<file path="config.mk">
export PLATFORM = sky130hd
export DESIGN_NAME = pixel_upsampler
export DESIGN_NICKNAME = d
export VERILOG_FILES = /design/src/rtl/upsampler_pkg.sv /design/src/rtl/upsampler_line_ram.sv /design/src/rtl/pixel_upsampler.sv
export SDC_FILE = /design/constraint.sdc
export NUM_CORES = 2
export LEC_CHECK = 0
export BUFFER_PORTS_ARGS = -buffer_cell sky130_fd_sc_hd__buf_2
export CAP_MARGIN = 20
export CORE_AREA = 2 2 533 403
export CTS_CLUSTER_DIAMETER = 120
export DETAILED_ROUTE_END_ITERATION = 16
export DIE_AREA = 0 0 535 405
export PLACE_DENSITY = 0.8
export SETUP_SLACK_MARGIN = 0.4
export SYNTH_ARGS = -nofsm -noshare
export SYNTH_HDL_FRONTEND = slang
export SYNTH_HIERARCHICAL = 1
export SYNTH_SLANG_ARGS = --single-unit
</file>
<file path="constraint.sdc">
create_clock -name clock -period 5.8 [get_ports clock]
set_input_delay 1.74 -clock clock [delete_from_list [all_inputs] [get_ports clock]]
set_output_delay 1.74 -clock clock [all_outputs]
set_load 0.02 [all_outputs]
</file>
<file path="src/rtl/upsampler_pkg.sv">
// upsampler_pkg: shared state type, width helper and legal scale range for pixel_upsampler.
package upsampler_pkg;
    typedef enum logic [1:0] {FILL, PREFETCH, REPEAT} state_t;
    localparam int SCALE_LOG2_MAX = 2;
    function automatic int width_of(input int n);
        return (n > 1) ? $clog2(n) : 1;
    endfunction
endpackage

</file>
<file path="src/rtl/upsampler_line_ram.sv">
// upsampler_line_ram: single-port line buffer, synchronous write and 1-cycle synchronous read.
module upsampler_line_ram
    import upsampler_pkg::*;
#(
    parameter int DATA_W = 8,
    parameter int DEPTH  = 400
) (
    input  logic                       clock,
    input  logic                       we,
    input  logic                       re,
    input  logic [width_of(DEPTH)-1:0] addr,
    input  logic [DATA_W-1:0]          wdata,
    output logic [DATA_W-1:0]          rdata
);
    logic [DATA_W-1:0] mem [DEPTH];
    always_ff @(posedge clock) begin
        if (we) mem[addr] <= wdata;
        else if (re) rdata <= mem[addr];
    end
endmodule

</file>
<file path="src/rtl/pixel_upsampler.sv">
// pixel_upsampler: nearest-neighbour 2^SCALE_LOG2 upsampler replaying rows from a line RAM.
// Define UPSAMPLE_COORD_EN to add the out_row/out_col coordinate outputs.
module pixel_upsampler
    import upsampler_pkg::*;
#(
    parameter int DATA_W     = 8,
    parameter int IN_W       = 400,
    parameter int IN_H       = 300,
    parameter int SCALE_LOG2 = 1
) (
    input  logic              clock,
    input  logic              reset,
    input  logic              in_valid,
    input  logic [DATA_W-1:0] in_data,
    output logic              in_ready,
    output logic              out_valid,
    output logic [DATA_W-1:0] out_data,
    input  logic              out_ready,
    output logic              out_sof,
`ifdef UPSAMPLE_COORD_EN
    output logic [width_of(IN_H << SCALE_LOG2)-1:0] out_row,
    output logic [width_of(IN_W << SCALE_LOG2)-1:0] out_col,
`endif
    output logic              out_eol
);
    localparam int S  = 1 << SCALE_LOG2;
    localparam int HW = width_of(S);
    localparam int CW = width_of(IN_W);
    localparam int RW = width_of(IN_H);

    if (SCALE_LOG2 < 0 || SCALE_LOG2 > SCALE_LOG2_MAX) begin : g_bad_scale
        $error("pixel_upsampler: SCALE_LOG2 outside 0..2");
    end

    state_t state, state_nx;
    logic [HW-1:0] hrep, vrep;
    logic [CW-1:0] icol, wr_col, ram_addr;
    logic [RW-1:0] irow;
    logic [DATA_W-1:0] data_reg, ram_rdata;
    logic vld_reg, in_fire, out_fire, h_last, v_last, c_last, r_last, ram_we, ram_re;

    assign h_last   = hrep == HW'(S - 1);
    assign v_last   = vrep == HW'(S - 1);
    assign c_last   = icol == CW'(IN_W - 1);
    assign r_last   = irow == RW'(IN_H - 1);
    assign in_fire  = in_valid && in_ready;
    assign out_fire = out_valid && out_ready;
    // A pixel accepted alongside the last replica belongs to the next column.
    assign wr_col   = vld_reg ? (c_last ? '0 : icol + 1'b1) : icol;

    always_ff @(posedge clock) state <= reset ? FILL : state_nx;

    always_comb begin
        state_nx = state;
        case (state)
            FILL:     if (out_fire && h_last && c_last && S > 1) state_nx = PREFETCH;
            PREFETCH: state_nx = REPEAT;
            REPEAT:   if (out_fire && h_last && c_last) state_nx = v_last ? FILL : PREFETCH;
            default:  state_nx = FILL;
        endcase
    end

    // The last column of a row to be repeated must not pull in the next row's first pixel.
    always_comb begin
        out_valid = (state == REPEAT) || (state == FILL && vld_reg);
        in_ready  = !reset && state == FILL && (!vld_reg || (out_ready && h_last && (S == 1 || !c_last)));
        out_data  = (state == REPEAT) ? ram_rdata : data_reg;
        out_sof   = out_valid && irow == '0 && vrep == '0 && icol == '0 && hrep == '0;
        out_eol   = out_valid && c_last && h_last;
        ram_we    = state == FILL && in_fire;
        ram_re    = state == PREFETCH || (state == REPEAT && out_fire && h_last && !c_last);
        ram_addr  = (state == FILL) ? wr_col : (state == PREFETCH) ? '0 : icol + 1'b1;
    end

    always_ff @(posedge clock) begin
        if (reset) begin
            hrep     <= '0;
            vrep     <= '0;
            icol     <= '0;
            irow     <= '0;
            vld_reg  <= 1'b0;
            data_reg <= '0;
        end else begin
            if (out_fire) begin
                hrep <= h_last ? '0 : hrep + 1'b1;
                if (h_last) begin
                    icol <= c_last ? '0 : icol + 1'b1;
                    if (c_last) begin
                        vrep <= v_last ? '0 : vrep + 1'b1;
                        if (v_last) irow <= r_last ? '0 : irow + 1'b1;
                    end
                end
            end
            if (in_fire) begin
                data_reg <= in_data;
                vld_reg  <= 1'b1;
            end else if (out_fire && h_last) begin
                vld_reg <= 1'b0;
            end
        end
    end

`ifdef UPSAMPLE_COORD_EN
    always_comb begin
        out_row = $bits(out_row)'(int'(irow) * S + int'(vrep));
        out_col = $bits(out_col)'(int'(icol) * S + int'(hrep));
    end
`endif

    upsampler_line_ram #(.DATA_W(DATA_W), .DEPTH(IN_W)) u_ram (
        .clock(clock),
        .we(ram_we),
        .re(ram_re),
        .addr(ram_addr),
        .wdata(in_data),
        .rdata(ram_rdata)
    );
endmodule

</file>
# [Word-level counts from Yosys, hierarchy flattened]
# Memories as Yosys holds them, arrays and structs flattened. A register that Yosys moved wholly into a read port is not among the register bits.
# Cells that the tools add are included.
[totals] output_inout_bits=12 wordCells=71 input_bits=12 rom_bits=0 mem_bits_rw=3200 latch_bits=0 reg_bits=31 memories=1
[memory_table] memory="u_ram.mem" depth=400 word_bits=8 rd=1 rd_ports_with_merged_regs=1 write_ports=1 line="upsampler_line_ram.sv:15" text="logic [DATA_W-1:0] mem [DEPTH];"
[op_classes] n_addsub=4 n_shift=0 n_reduce_logical=34 eq_ne=6 n_mux=16 n_lt_le_gt_ge=0 n_div=0 bitwise_logic=3 multipliers=0
[ops] cell="9-bit two-way mux" n=5
[ops] cell="1-bit logical AND" n=19
[ops] cell="9-bit by 1-bit adder with 9-bit output, second input constant" n=2
[ops] cell="9-bit == test, second input constant" n=2
[ops] cell="9-bit zero test" n=2
[ops] cell="8-bit two-way mux" n=1
[ops] cell="1-bit two-way mux" n=7
[ops] cell="2-bit one-hot mux with 3 select lines" n=1
[ops] cell="2-bit AND reduction" n=3
[ops] cell="2-bit two-way mux" n=2
[ops] cell="2-bit inequality test, second input constant" n=2
[ops] cell="4-bit AND reduction" n=1
[ops] cell="1-bit zero test" n=3
[ops] cell="1-bit logical OR" n=3
[ops] cell="1-bit NOT" n=3
[ops] cell="3-bit AND reduction" n=1
[ops] cell="1-bit adder, second input constant" n=2
[ops] cell="2-bit by 1-bit == test with 1-bit output, second input constant" n=1
[ops] cell="2-bit == test, second input constant" n=1
[ops] cell="2-bit zero test" n=1
[ops] cell="2-bit nonzero test" n=1

# [Logic depth before layout (Yosys ltp)]
[depth] depth_word=9 mapped_depth=20

# [Cells and area by module]
# The synthesis kept the hierarchy.
[by_module_without_submodules] module="upsampler_line_ram" area_each_um2=124156.6 seq_area_each_um2=96332.4 n_inst=1 cells_per_inst=5903
[by_module_without_submodules] module="pixel_upsampler" area_each_um2=2100.8 seq_area_each_um2=620.6 n_inst=1 cells_per_inst=253

# [Worst setup path after synthesis]
# OpenSTA, ideal clock, no wires.
[synth_timing] path_type="input to register" startpoint="input port reset" endpoint="memory u_ram.mem[128][0] (enable)" path_slack_ns=1.536 n_path_buf=4 stages=9 t_required_ns=5.429 arrival_time_ns=3.893 path_cell_list="clkbuf_1 > nor3_1 > o211a_1 > buf_6 > clkbuf_1 > nor3b_1 > nand2_1 > clkbuf_1 > nor2_1"
[synth_via] elab_chain_len=7
[synth_lines] element="start, declared" line="pixel_upsampler.sv:12" text="input logic reset,"
[synth_lines] element="1-bit zero test" line="pixel_upsampler.sv:66" text="in_ready = !reset && state == FILL && (!vld_reg || (out_ready && h_last && (S == 1 || !c_last)));"
[synth_lines] element="1-bit logical AND (2 in series)" line="pixel_upsampler.sv:66"
[synth_lines] element="1-bit logical AND" line="pixel_upsampler.sv:46" text="assign in_fire = in_valid && in_ready;"
[synth_lines] element="1-bit logical AND" line="pixel_upsampler.sv:70" text="ram_we = state == FILL && in_fire;"
[synth_lines] element="via ram_we" line="pixel_upsampler.sv:40" text="logic vld_reg, in_fire, out_fire, h_last, v_last, c_last, r_last, ram_we, ram_re;"
[synth_lines] element="1-bit two-way mux" line="upsampler_line_ram.sv:17" text="if (we) mem[addr] <= wdata;"
[synth_lines] element="1-bit two-way mux (implied by the code)" line="upsampler_line_ram.sv:17"
[synth_lines] element="end, declared" line="upsampler_line_ram.sv:15"
# The timed path passes the listed nets, and every way through them passes these cells.

# [Final worst setup path]
[layout_timing] startpoint="register icol[0]" endpoint="register u_ram.rdata[7] (read register of u_ram.mem) (data pin)"
[layout_lines] element="start, declared" line="pixel_upsampler.sv:37" text="logic [CW-1:0] icol, wr_col, ram_addr;"
[layout_lines] element="start signal, assigned" line="pixel_upsampler.sv:87" text="icol <= c_last ? '0 : icol + 1'b1;"
[layout_lines] element="9-bit by 1-bit adder with 9-bit output or 9-bit == test (tied branches)" line="pixel_upsampler.sv:49, pixel_upsampler.sv:72, pixel_upsampler.sv:44"
[layout_lines] element="9-bit two-way mux (2 in series)" line="pixel_upsampler.sv:49" text="assign wr_col = vld_reg ? (c_last ? '0 : icol + 1'b1) : icol;"
[layout_lines] element="9-bit two-way mux (*)" line="pixel_upsampler.sv:72" text="ram_addr = (state == FILL) ? wr_col : (state == PREFETCH) ? '0 : icol + 1'b1;"
[layout_lines] element="via ram_addr[3]" line="pixel_upsampler.sv:37"
[layout_lines] element="end, declared" line="upsampler_line_ram.sv:13" text="output logic [DATA_W-1:0] rdata"
# Mark *: on every way through the listed nets, which the timed path passes. The rest lies on a longest branch.
# A chain may end at the register's enable or synchronous reset.

==> impl_table.tex <==
\begin{tabular}{lr}
\hline
Metric & Value \\
\hline
\multicolumn{2}{l}{\textbf{Cells and area}} \\
Registers with the highest flip-flop counts & u\_ram/mem: 3200 flops, icol: 9 flops, irow: 9 flops \\
Nets & around 6.5k \\
Share of final-layout standard cells stronger than drive strength 1 & 0.242 \\
Fillers & around 13k \\
Final Cell Area & about 140,000 um2 \\
Storage element area & around 97,000 um2 \\
Max FFs per register & roughly 3.2k \\
Non-Filler Instances & between 9k and 10k \\
Synth-to-layout area growth & 11.8\% \\
Area of the multi-input gates & around 28,000 um2 \\
Most flop-heavy register & u\_ram/mem \\
Post-layout utilization of the core & 0.665 \\
\multicolumn{2}{l}{\textbf{Critical path}} \\
CP startpoint kind & flop \\
Startpoint-to-endpoint class of the critical path & flop to flop \\
Slowest stage cell on the critical path & a21boi\_0 \\
Max Fanout on Critical Path & 27 \\
Crit path arrival time & approximately 6.1 ns \\
Stage delay of the slowest cell on the critical path & just over 0.9 ns \\
Cell chain of the critical path & ha\_1, and3\_1, a31oi\_1, o21ai\_0, a22oi\_2, buf\_12, buf\_4, and3\_1, a22oi\_1, a21boi\_0, a2111oi\_2, buf\_4, nand3\_1, or3\_1 \\
Type of element capturing the critical path & flop \\
Worst setup slack for register-to-register paths & about 0.44 ns \\
Endpoint required time on the critical path & 6.54 ns \\
\multicolumn{2}{l}{\textbf{Floorplan}} \\
Horizontal die dimension & 535 um \\
Site Rows & about 150 \\
Starting Density & 0.595 \\
Placeable core area & 212,000 um2 \\
Die footprint & about 220,000 um2 \\
Die Y & between 400 and 500 um \\
I/O Pins & 24 \\
\multicolumn{2}{l}{\textbf{Logic synthesis}} \\
Total nets after synthesis & between 6k and 7k \\
Count of unique library cells instantiated by Yosys & between 80 and 90 \\
Mapped Area & about 130,000 um2 \\
Yosys top cell by area & edfxtp\_1 \\
Area fraction of the dominant cell type after synthesis & 0.763 \\
Number of synthesized register bits & 3,239 \\
Yosys warning count & 6 \\
Top area cells in the synthesized netlist & edfxtp\_1 76\%, mux4\_2 12\%, mux2i\_1 2.4\% \\
Async S/R FF share, synth & 0 \\
Synthesized instance count & roughly 6.2k \\
EDFF count, synth & about 3.2k \\
Mean area per synthesized cell & roughly 20 um2 \\
Prevailing post-synth register cell & edfxtp\_1 \\
Sequential cell area fraction in the yosys report & 0.768 \\
\multicolumn{2}{l}{\textbf{Routing}} \\
Count of TritonRoute iterations in the first routing pass & 6 \\
Routed via count & about 68k \\
Average wire per cell in the routed design & roughly 36 um \\
Remaining routing DRC violations & 0 \\
Routed vias/inst & $\sim$7 \\
Post-detailed-route count of antenna-violating nets & 0 \\
Count of routing violations after the opening detailed-route iteration & around 13k \\
Routed WL & $\sim$340,000 um \\
\multicolumn{2}{l}{\textbf{Global routing}} \\
Initial antenna violation count & 16 \\
Maximum number of pins on one net before global-route repair & roughly 170 \\
Wire length of the first global-routing pass & a little under 500,000 um \\
Global-route congestion overflow total & 0 \\
GR Util All Layers & 0.317 \\
Vias in the first global route & 66.7k \\
\multicolumn{2}{l}{\textbf{Timing}} \\
Final hold vios & 0 \\
Peak clock frequency supported by timing & about 190 MHz \\
RSZ-0062 raised after global routing & no \\
Final sum of negative setup slack & 0 ns \\
Post-route minimum period & roughly 5.4 ns \\
Slew Limit Fails & 0 \\
Count of final setup violators & 0 \\
Worst slew margin relative to its limit & 0.195 \\
Transition time of the tightest slew-check pin & $\sim$1.2 ns \\
Final clock period utilization by the worst path & 0.924 \\
Maximum clock skew at final layout & roughly 0.067 ns \\
\multicolumn{2}{l}{\textbf{Placement}} \\
Instance area after placement & between 100,000 and 150,000 um2 \\
Number of buffers added on ports & 23 \\
Final HPWL DP & between 200,000 and 250,000 um \\
Post-Place Cells & between 9k and 10k \\
Gp weighted congestion & 0.913 \\
\multicolumn{2}{l}{\textbf{Outcome}} \\
Result of the run & finished, final reports clean \\
\multicolumn{2}{l}{\textbf{Clock network}} \\
Later-pin clock latency in the skew report & slightly below 0.9 ns \\
Number of H-tree branching levels & 5 \\
Clk root buf & clkbuf\_16 \\
Number of clock sinks & 3,239 \\
Clock-pin transition on the worst setup and hold timing paths & around 0.070 ns \\
Number of buffers on the longest clock path & 4 \\
CTS tree & built \\
Number of hold buffers added after cts & 0 \\
Number of clock buffers inserted by TritonCTS & approximately 290 \\
\multicolumn{2}{l}{\textbf{Run}} \\
Max Cap Violations & 0 \\
\multicolumn{2}{l}{\textbf{Hold path}} \\
Classification of the worst-slack hold path & flop to flop \\
\multicolumn{2}{l}{\textbf{Power and ir drop}} \\
Net load switching power & 0.00972 W \\
Power density of the placed cells & 330 nW/um2 \\
Switch share & 0.209 \\
Fraction of power consumed by combinational cells & 0.048 \\
Pleak & roughly 43 nW \\
Clock power share & 0.400 \\
Reg power frac & 0.552 \\
Cell-internal power & approximately 0.037 W \\
Peak ir drop on the vdd network & 0.249 mV \\
\hline
\end{tabular}
## cell usage after synthesis, types with 52 or more instances
cell and count:
o22ai_1 59, buf_2 135, mux2i_1 303, mux4_2 693, nor2_1 459, nand2_1 151, a21oi_1 92, edfxtp_1 3208
nand3_1 98, clkbuf_1 162, o21ai_0 52, a22oi_1 168
## path summary, 6_finish.rpt
kind	start	to	cells past startpoint
setup reg to reg	icol[0]$_SDFFE_PP0P_	u_ram/rdata[7]$_DFFE_PP_	14
setup / recovery	icol[0]$_SDFFE_PP0P_	u_ram/rdata[7]$_DFFE_PP_	14
hold / removal	irow[7]$_SDFFE_PP0P_	irow[7]$_SDFFE_PP0P_	2
hold reg to reg	irow[7]$_SDFFE_PP0P_	irow[7]$_SDFFE_PP0P_	2
## critical path, delay by kind of cell, from the launching register on
kind	cells	cell delay, ns
DFF	1	0.39
adders and majority gates	1	0.30
AOI/OAI and AO/OA	6	2.20
and+or+nand+nor	4	1.39
buffers and inverters	3	0.91
## final cells by class
type / instances / area share
sequential: 3239 / 0.687
antenna: 15 / 0.000266
clock buffer: 360 / 0.0551
inverter: 14 / 0.000372
timing repair buffer: 435 / 0.0285
clock inverter: 153 / 0.00841
multi-input combinational: 2522 / 0.195
tap: 2831 / 0.0251
## power groups by stage
stage / clock [W] / combinational (W) / sequential, W
2_1_floorplan: 0 / 0.00121 / 0.0262
3_3_place_gp: 0 / 0.00210 / 0.0262
3_5_place_dp: 0 / 0.00215 / 0.0262
4_1_cts: 0.0187 / 0.00218 / 0.0257
5_1_grt: 0.0196 / 0.00231 / 0.0257
6_report: 0.0186 / 0.00222 / 0.0257
## layout by cell type (no fill, tap or decap), types with 43 or more instances in the layout
master     Yosys  final
buf_12         0     59
clkinv_2       0     43
buf_4         41    350
clkbuf_1     162     57
o22ai_1       59     58
clkinv_1       1     74
edfxtp_1    3208   3208
nor2_1       459    451
a21oi_1       92     92
mux4_2       693    693
clkbuf_16      0    301
a22oi_1      168    167
mux2i_1      303    303
nand3_1       98     90
o21ai_0       52     48
nand2_1      151    143
## what timing repair did
| item | 4_1_cts | 5_1_grt |
|---|---|---|
| pin swaps | 1 | 1 |
| resized for setup | 3 | 7 |
| setup buffers | 6 | 4 |
| setup endpoints to repair | 6 | 8 |
## metrics by stage
step / hold WS, ns / worst slack, ns / total power, W
2_1_floorplan: 0.451 / 1.54 / 0.0274
3_3_place_gp: 0.471 / -0.199 / 0.0283
3_5_place_dp: 0.484 / -0.0381 / 0.0284
4_1_cts: 0.490 / 0.441 / 0.0466
5_1_grt: 0.513 / 0.410 / 0.0476
6_report: 0.498 / 0.440 / 0.0466
## cell families after synthesis
kind of cell | count (synthesis) | share of synthesized area
AND/OR/NAND/NOR | 916 | 0.0328
flip-flops | 3239 | 0.768
multiplexers | 1046 | 0.152
AO/OA/AOI/OAI | 549 | 0.0304
XOR/XNOR | 7 | 0.000486
adder cells (fa/ha/maj) | 4 | 0.000396
buffers and inverters | 395 | 0.0157
## per-layer routing
metal,routed length [um],global-route usage,up-vias
li1,-,-,26200
met1,118000,0.448,34900
met2,150000,0.447,6091
met3,61000,0.132,914
met4,13800,0.112,22
met5,169,0,-
(Power assumes the default switching activity.)
